$ cat src/rtl/johnson_seq_monitor.sv
// Johnson sequence monitor.
// Samples an 8-bit Johnson counter bus, decodes it to a 4-bit phase, checks that every
// qualified sample is the legal successor of the previous one and tracks lock. Errors
// seen while locked pulse seq_err, set a sticky flag and bump a saturating counter.
//
// Ports:
//   clk         system clock
//   rst_n       asynchronous active-low reset
//   johnson_in  Johnson counter bus under test
//   sample_en   qualifies johnson_in; when low all state holds
//   clr_err     synchronous clear of err_count and err_sticky (wins over a new error)
//   phase       decoded phase of the last legal sample
//   phase_valid last sample was a legal code
//   seq_err     one-cycle pulse per sequence / illegal-code error while locked
//   err_sticky  set by seq_err, cleared by clr_err or reset
//   locked      FSM is in LOCKED
//   err_count   saturating count of errors seen while locked
module johnson_seq_monitor #(
  parameter int unsigned LOCK_LEN    = 4,
  parameter bit          ALLOW_STALL = 1'b1,
  parameter int unsigned CNT_W       = 8
) (
  input  logic             clk,
  input  logic             rst_n,
  input  logic [7:0]       johnson_in,
  input  logic             sample_en,
  input  logic             clr_err,
  output logic [3:0]       phase,
  output logic             phase_valid,
  output logic             seq_err,
  output logic             err_sticky,
  output logic             locked,
  output logic [CNT_W-1:0] err_count
);

  typedef enum logic [1:0] {StSearch, StAcq, StLocked} state_e;

  state_e           state_q;
  logic [3:0]       prev_q;
  logic [3:0]       acq_cnt_q;
  logic [3:0]       phase_q;
  logic             phase_valid_q;
  logic             seq_err_q;
  logic             err_sticky_q;
  logic             locked_q;
  logic [CNT_W-1:0] err_count_q;

  logic       code_legal;
  logic [3:0] code_phase;
  logic       is_succ;
  logic       is_stall_ok;
  logic       err_event;
  logic       acq_done;

  // Phases 0..7 fill ones from the LSB, phases 8..15 drain them from the LSB.
  always_comb begin
    code_legal = 1'b0;
    code_phase = 4'd0;
    for (int k = 0; k < 8; k++) begin
      if (johnson_in == 8'((16'd1 << k) - 16'd1)) begin
        code_legal = 1'b1;
        code_phase = 4'(k);
      end
      if (johnson_in == 8'(16'h00ff << k)) begin
        code_legal = 1'b1;
        code_phase = 4'(k + 8);
      end
    end
  end

  always_comb begin
    // 4-bit add wraps phase 15 back to phase 0.
    is_succ     = code_legal && (code_phase == prev_q + 4'd1);
    is_stall_ok = ALLOW_STALL && code_legal && (code_phase == prev_q);
    err_event   = sample_en && (state_q == StLocked) && !is_succ && !is_stall_ok;
    acq_done    = ({1'b0, acq_cnt_q} + 5'd1) == 5'(LOCK_LEN);
  end

  always_ff @(posedge clk or negedge rst_n) begin
    if (!rst_n) begin
      state_q       <= StSearch;
      prev_q        <= 4'd0;
      acq_cnt_q     <= 4'd0;
      phase_q       <= 4'd0;
      phase_valid_q <= 1'b0;
      seq_err_q     <= 1'b0;
      err_sticky_q  <= 1'b0;
      locked_q      <= 1'b0;
      err_count_q   <= '0;
    end else begin
      seq_err_q <= err_event;

      if (sample_en) begin
        phase_valid_q <= code_legal;
        if (code_legal) begin
          phase_q <= code_phase;
        end

        unique case (state_q)
          StSearch: begin
            if (code_legal) begin
              state_q   <= StAcq;
              prev_q    <= code_phase;
              acq_cnt_q <= 4'd0;
            end
          end
          StAcq: begin
            if (!code_legal) begin
              state_q   <= StSearch;
              acq_cnt_q <= 4'd0;
            end else if (is_succ) begin
              prev_q <= code_phase;
              if (acq_done) begin
                state_q   <= StLocked;
                locked_q  <= 1'b1;
                acq_cnt_q <= 4'd0;
              end else begin
                acq_cnt_q <= acq_cnt_q + 4'd1;
              end
            end else if (!is_stall_ok) begin
              // Wrong legal code restarts acquisition from the new phase.
              acq_cnt_q <= 4'd0;
              prev_q    <= code_phase;
            end
          end
          StLocked: begin
            if (!code_legal) begin
              state_q  <= StSearch;
              locked_q <= 1'b0;
            end else if (is_succ) begin
              prev_q <= code_phase;
            end else if (!is_stall_ok) begin
              state_q   <= StAcq;
              locked_q  <= 1'b0;
              acq_cnt_q <= 4'd0;
              prev_q    <= code_phase;
            end
          end
          default: begin
            state_q  <= StSearch;
            locked_q <= 1'b0;
          end
        endcase
      end

      // Clear has priority over a coincident error; seq_err still pulses.
      if (clr_err) begin
        err_count_q  <= '0;
        err_sticky_q <= 1'b0;
      end else if (err_event) begin
        err_sticky_q <= 1'b1;
        if (err_count_q != {CNT_W{1'b1}}) begin
          err_count_q <= err_count_q + {{(CNT_W-1){1'b0}}, 1'b1};
        end
      end
    end
  end

  assign phase       = phase_q;
  assign phase_valid = phase_valid_q;
  assign seq_err     = seq_err_q;
  assign err_sticky  = err_sticky_q;
  assign locked      = locked_q;
  assign err_count   = err_count_q;

endmodule

$ cat config.mk
export PLATFORM = sky130hd
export DESIGN_NAME = johnson_seq_monitor
export DESIGN_NICKNAME = d
export VERILOG_FILES = /design/src/rtl/johnson_seq_monitor.sv
export SDC_FILE = /design/constraint.sdc
export NUM_CORES = 1
export LEC_CHECK = 0
export BUFFER_PORTS_ARGS = -buffer_cell sky130_fd_sc_hd__buf_2
export CORE_MARGIN = 2
export CORE_UTILIZATION = 45
export DETAILED_ROUTE_END_ITERATION = 8
export PLACE_DENSITY = 0.65
export SYNTH_ARGS = -nofsm -noshare
export SYNTH_HDL_FRONTEND = slang
export SYNTH_SLANG_ARGS = --single-unit
$ cat constraint.sdc
create_clock -name clk -period 6.9 [get_ports clk]
set_input_delay 1.38 -clock clk [delete_from_list [all_inputs] [get_ports clk]]
set_output_delay 1.38 -clock clk [all_outputs]
set_load 0.01 [all_outputs]
==> impl_metrics.py, run 1 <==
metrics = {
    "finish": {
        "final_area_mm2": 0.00207,
        "area_growth_pct": 10.3,
        "post-route-util_pct": 51.8,
        "nFillCells": 388,
        "drive_above_1_share_pct": 19.5,
        "n_antenna_cell": 0,
        "nets": 247,
    },
    "setup_path": {
        "worstPathRequired_ps": 7090,
        "cp-end-kind": "flop",
        "crit_chain": "buf_2 -> nor3b_2 -> a221oi_2 -> a31oi_1 -> or4_1 -> o2111a_4 -> a211o_1 -> or4_1 -> a21oi_1",
        "r2r-end": "state_q[0]",
        "rrSetupSlack_ps": 4130,
        "crit_top_cell": "or4_1",
        "critPathLaunchType": "primary input",
        "ff2ff_path_depth": 8,
        "cp_max_fo": 14,
        "cp_slowest_stage_delay_ps": 720,
        "reg2reg_from": "prev_q[0]",
        "crit_slowest_cell": "or4_1",
        "critPathKind": "in -> reg",
        "worstPathArrival_ps": 4220,
    },
    "die": {
        "die_w_um": 68.6,
        "pin_count": 28,
        "coreArea_mm2": 0.00400,
        "fp.dieH_um": 68.6,
        "rows": 23,
        "initial_core_util_pct": 47.0,
        "die_area_mm2": 0.00471,
    },
    "global_routing": {
        "globalRouteTotalUtil_pct": 19.7,
        "grt_pass1_vias": 1516,
        "grt_max_degree": 27,
        "antenna_found_initial": 0,
        "grt_overflow": 0,
        "grt_pass1_wl_um": 7040,
    },
    "sta": {
        "fmax_mhz": 249,
        "setup_violations": 0,
        "grt_setup_unrepaired": "false",
        "setup_tns_ps": 0,
        "hold_viol": 0,
        "relSlewSlack_pct": 39.9,
        "skew_ps": 3.08,
        "post-route-min-period_ps": 4020,
        "slew_viol_final": 0,
        "period_share_pct": 58.3,
        "worst_slew_pin_slew_ps": 893,
    },
    "synthesis": {
        "yosysSeqAreaShare_pct": 34.6,
        "synthXorXnorAreaFrac_pct": 3.06,
        "synth_top_area_share_pct": 34.6,
        "synthCells": 203,
        "synth_fa_ha_area_share_pct": 4.66,
        "ys_ff_latch": 26,
        "async_reset_ff_share_pct": 100,
        "yosys_warnings": 0,
        "syn_nets": 222,
        "synth_mux_area_share_pct": 4.73,
        "synth_common_cells": "26 x dfrtp_1, 16 x nand2_1, 12 x a21oi_1",
        "avgSynthCellArea_um2": 9.25,
        "synth-main-ff-cell": "dfrtp_1",
        "synth_edf_count": 0,
        "synth_top_family_by_area": "simple AND/OR/NAND/NOR gates",
        "syn-cell-area_mm2": 0.00188,
        "synth_compound_area_share_pct": 21.7,
        "yosys-top-cells-area": "dfrtp_1 35%, ha_1 4.7%, mux2_2 3.6%",
        "synth_most_common_cell": "dfrtp_1",
        "yosys.area.top_type": "dfrtp_1",
        "synth_simple_gate_area_share_pct": 27.6,
        "ys_types": 63,
    },
    "place": {
        "io_buffers": 27,
        "gp_congestion": 0.809,
        "hpwl_um": 3060,
        "place_area_mm2": 0.00203,
    },
    "route": {
        "routed_wl_um": 4010,
        "drc": 0,
        "vias_per_cell": 6.04,
        "wl_per_cell_um": 14.5,
        "vias": 1666,
        "ant_nets": 0,
        "drt-initial-drc-count": 99,
        "drt_first_pass_iters": 4,
    },
    "clock_tree": {
        "clock_sinks": 26,
        "clk_path_buf_depth": 2,
        "cts.htree.levels": 1,
        "tritoncts": "built",
        "root_buffer": "clkbuf_8",
        "cts-resized-gates": 0,
        "clkLatencyLatePin_ps": 260,
        "cts_setup_buffers": 0,
        "cts.clk_slew.worst_paths_ps": 90,
        "numCtsBuffers": 3,
        "hold_buffers": 0,
    },
    "power_and_ir_drop": {
        "power_density_mw_per_mm2": 179,
        "total_power_uw": 371,
        "ir_worst_vdd_v": 0.0000766,
        "power.leakage_nw": 0.950,
    },
    "min_path": {
        "worstHoldStart": "phase[1]",
        "hold_path.class": "reg -> reg",
        "hold_end": "phase[1]",
        "holdPathStages": 1,
    },
    "flow_run": {
        "cap_violations": 0,
    },
    "status": {
        "status": "finished clean",
    },
}
==> flip-flops by register name (all words and copies together) (netlist names) <==
| signal | count |
|---|---|
| err_count | 8 |
| acq_cnt_q | 4 |
| seq_err | 1 |
| prev_q | 4 |
| phase | 4 |
| state_q | 2 |
| err_sticky | 1 |
| phase_valid | 1 |
| locked | 1 |
==> worst max path at each step <==
stage	from	slack, ps	cells after the start	to
5_1_grt	johnson_in[7]	2700	9	err_count[5]
3_5_place_dp	johnson_in[7]	2610	9	err_count[7]
4_1_cts	johnson_in[7]	2880	9	err_count[5]
3_3_place_gp	johnson_in[7]	2710	9	err_count[7]
6_report	johnson_in[7]	2880	9	err_count[5]
2_1_floorplan	johnson_in[1]	3080	11	err_count[6]
==> worst max-delay path: cells and delay by family <==
kind | cells | cell delay (ps)
AOI/OAI and AO/OA | 5 | 1280
buffers and inverters | 1 | 140
and+or+nand+nor | 3 | 1420
==> metal layers <==
metal  vias to the layer above  track usage (%)  wire [um]
met4                         0             6.00         26
met3                         2             1.95        160
li1                        832                -          -
met2                        34             31.9       1820
met1                       798             27.7       2000
met5                         -                0          0
==> power breakdown <==
group | total, mW | leakage (nW) | switching [mW] | internal [mW]
combinational | 0.116 | 0.572 | 0.0672 | 0.0485
clock | 0.0849 | 0.0216 | 0.0459 | 0.0391
sequential | 0.170 | 0.356 | 0.00809 | 0.162
==> logic make-up after synthesis <==
group                      Yosys count
and+or+nand+nor                     87
AOI/OAI and AO/OA                   57
DFF                                 26
buffers and inverters               13
muxes                                8
adders and majority gates            7
xor gates and xnor gates             5
==> final cells by class <==
class                           instances  area [um2]  area share, %
Multi-Input combinational cell        164        1160           56.0
Tap cell                               50        62.6           3.02
Clock buffer                            3        41.3           1.99
Sequential cell                        26         651           31.4
Inverter                                6        22.5           1.09
Timing Repair Buffer                   27         135           6.52
==> through the flow <==
stage,hold WS [ps],std cells,setup WS [ps]
floorplan,501,203,3080
global placement,478,273,2710
detailed placement,488,273,2610
CTS,508,276,2880
global route,528,276,2700
finish,505,276,2880
==> cell usage in the layout (no fill, tap or decap), types with 4 or more instances in the layout <==
cell type  netlist  final
buf_2            2     27
dfrtp_1         26     26
nand2_1         16     16
a21oi_1         12     12
nand3_1         11     11
o21ai_0         11     11
nor2_1           8      8
or3_1            7      7
ha_1             7      7
inv_1            6      6
mux2_2           6      6
nand4_1          5      5
nor4_1           4      4
nor3_1           4      4
or4_1            4      4
and4_1           4      4
nand2b_1         4      4
a22o_1           4      4
No activity file was read; power rests on OpenSTA's default activity.
==> run 2: changes to the inputs <==
Settings changed: PLACE_DENSITY 0.65 to 0.68.
Clock period 6.9 ns to 3.2 ns, I/O delays scaled along.
==> run 2 against run 1 <==
Clock skew rose by 0.78 ps; critical path depth did not move; count of clock-buffer cells in the layout did not move; first-iteration DRC count rose by 14%; hold slack got worse by 160 ps; core utilization rose by 5.6 points; sequential share of layout area fell by 3.1 points; final cell count rose by 9.8%; die area did not move; sequential power rose by 120%; global-route usage rose by 0.91 points.
==> impl_metrics.py, run 2 (synthesized netlist as in run 1, its figures left out) <==
metrics = {
    "setup_path": {
        "worst-path-buf-inv": 1,
        "crit_slowest_cell": "a221oi_1",
        "cp_max_fo": 8,
        "cp-end-kind": "flop",
        "crit_chain": "buf_2 -> or2b_1 -> and4_1 -> or3_1 -> a211oi_1 -> and4_1 -> nand2_1 -> a221oi_1 -> mux2_1",
        "worstPathRequired_ps": 3370,
        "crit_top_cell": "and4_1",
        "path_delay_family": "simple AND/OR/NAND/NOR gates",
        "cp_slowest_stage_delay_ps": 380,
        "worstPathArrival_ps": 3120,
        "critPathLaunchType": "primary input",
        "critPathKind": "in -> reg",
    },
    "finish": {
        "multi_input_area_mm2": 0.00116,
        "regArea_um2": 651,
        "largest_reg_flops": 8,
        "layout_commonest_cell": "buf_2",
        "mostFrequentLayoutCells": "27 x buf_2, 26 x dfrtp_1, 26 x buf_4",
        "nFillCells": 362,
        "area_growth_pct": 22.3,
        "n_antenna_cell": 0,
        "nets": 273,
        "drive_above_1_share_pct": 28.1,
    },
    "power_and_ir_drop": {
        "ir_worst_vdd_v": 0.000180,
        "power_density_mw_per_mm2": 402,
        "total_power_uw": 924,
        "power.leakage_nw": 1.09,
    },
    "clock_tree": {
        "clk_path_buf_depth": 2,
        "hold_buffers": 0,
        "numCtsBuffers": 3,
        "root_buffer": "clkbuf_8",
        "tritoncts": "built",
        "cts.clk_slew.worst_paths_ps": 100,
        "cts.htree.levels": 1,
        "cts_setup_buffers": 0,
        "clock_sinks": 26,
        "clkLatencyLatePin_ps": 280,
        "cts-resized-gates": 0,
    },
    "sta": {
        "period_share_pct": 92.2,
        "fmax_mhz": 339,
        "grt_setup_unrepaired": "false",
        "hold_viol": 0,
        "setup_tns_ps": 0,
        "worst_slew_pin_slew_ps": 572,
        "setup_violations": 0,
        "setup_ws_ps": 249,
        "slew_viol_final": 0,
        "skew_ps": 3.86,
        "post-route-min-period_ps": 2950,
        "relSlewSlack_pct": 61.8,
    },
    "global_routing": {
        "globalRouteTotalUtil_pct": 20.6,
        "grt_overflow": 0,
        "grt_pass1_wl_um": 7450,
        "grt_pass1_vias": 1712,
        "grt_max_degree": 27,
        "antenna_found_initial": 0,
    },
    "place": {
        "hpwl_um": 3320,
        "io_buffers": 27,
        "gp_congestion": 0.862,
        "pre_cts_ws_ps": -34.7,
    },
    "die": {
        "die_area_mm2": 0.00471,
        "rows": 23,
        "coreArea_mm2": 0.00400,
        "pin_count": 28,
        "initial_core_util_pct": 47.0,
        "fp.dieH_um": 68.6,
        "die_w_um": 68.6,
    },
    "route": {
        "ant_nets": 0,
        "vias": 1797,
        "vias_per_cell": 5.93,
        "drt_first_pass_iters": 4,
        "drt-initial-drc-count": 113,
        "wl_per_cell_um": 14.1,
        "drc": 0,
        "routed_wl_um": 4260,
    },
    "flow_run": {
        "cap_violations": 0,
    },
    "status": {
        "status": "finished clean",
    },
    "min_path": {
        "hold_path.class": "in -> async",
    },
}
-- run 2: cell count changes in the layout (fill, tap and decap cells not counted) --
cell / change
buf_4: +26
bufinv_16: +1
-- run 2: final timing paths --
kind	from	endpoint	slack, ps	depth (start not counted)
worst max-delay path	johnson_in[1]	state_q[0]	250	9
worst min-delay path	rst_n	err_count[1]	340	1
worst max register to register	prev_q[0]	state_q[0]	510	8
worst min register to register	phase[3]	phase[3]	510	1
max in group asynchronous	rst_n	state_q[0]	2480	1
min in group clk	phase[3]	phase[3]	510	1
-- run 2: worst register-to-register path, delay by kind of cell (launching register included) --
kind	cells	cell delay (ps)
compound gates	2	740
flops	1	460
mux	1	360
xor+xnor	1	160
simple gates	4	870
-- run 2: power by group --
part / internal [mW] / switching [mW]
registers: 0.349 / 0.0173
clock network: 0.168 / 0.110
logic: 0.128 / 0.151
total: 0.645 / 0.278
-- run 2: stage by stage --
step           hold slack (ps)  std cells  cell area, um2  util [%]
2_1_floorplan              344        203            1880         -
3_3_place_gp               475        299            2230      55.6
3_5_place_dp               490        299            2230      55.6
4_1_cts                    381        303            2300      57.4
5_1_grt                    394        303            2300      57.4
6_report                   344        303            2300      57.4
-- run 2: cell type report --
class                   count  share of cell area [%]
well taps                  50                    2.72
inverters                   6                   0.980
clock buffers               3                    1.80
clock inverters             1                    1.31
flip-flops and latches     26                    28.3
multi-input cells         164                    50.5
repair buffers             53                    14.4
-- run 2: routing by layer --
| metal | up-vias | GRT usage [%] | share of wire [%] |
|---|---|---|---|
| met5 | - | 0 | 0 |
| met4 | 0 | 9.00 | 2.5 |
| met3 | 9 | 2.44 | 4.2 |
| met2 | 52 | 35.2 | 47 |
| met1 | 851 | 26.0 | 47 |
| li1 | 885 | - | - |
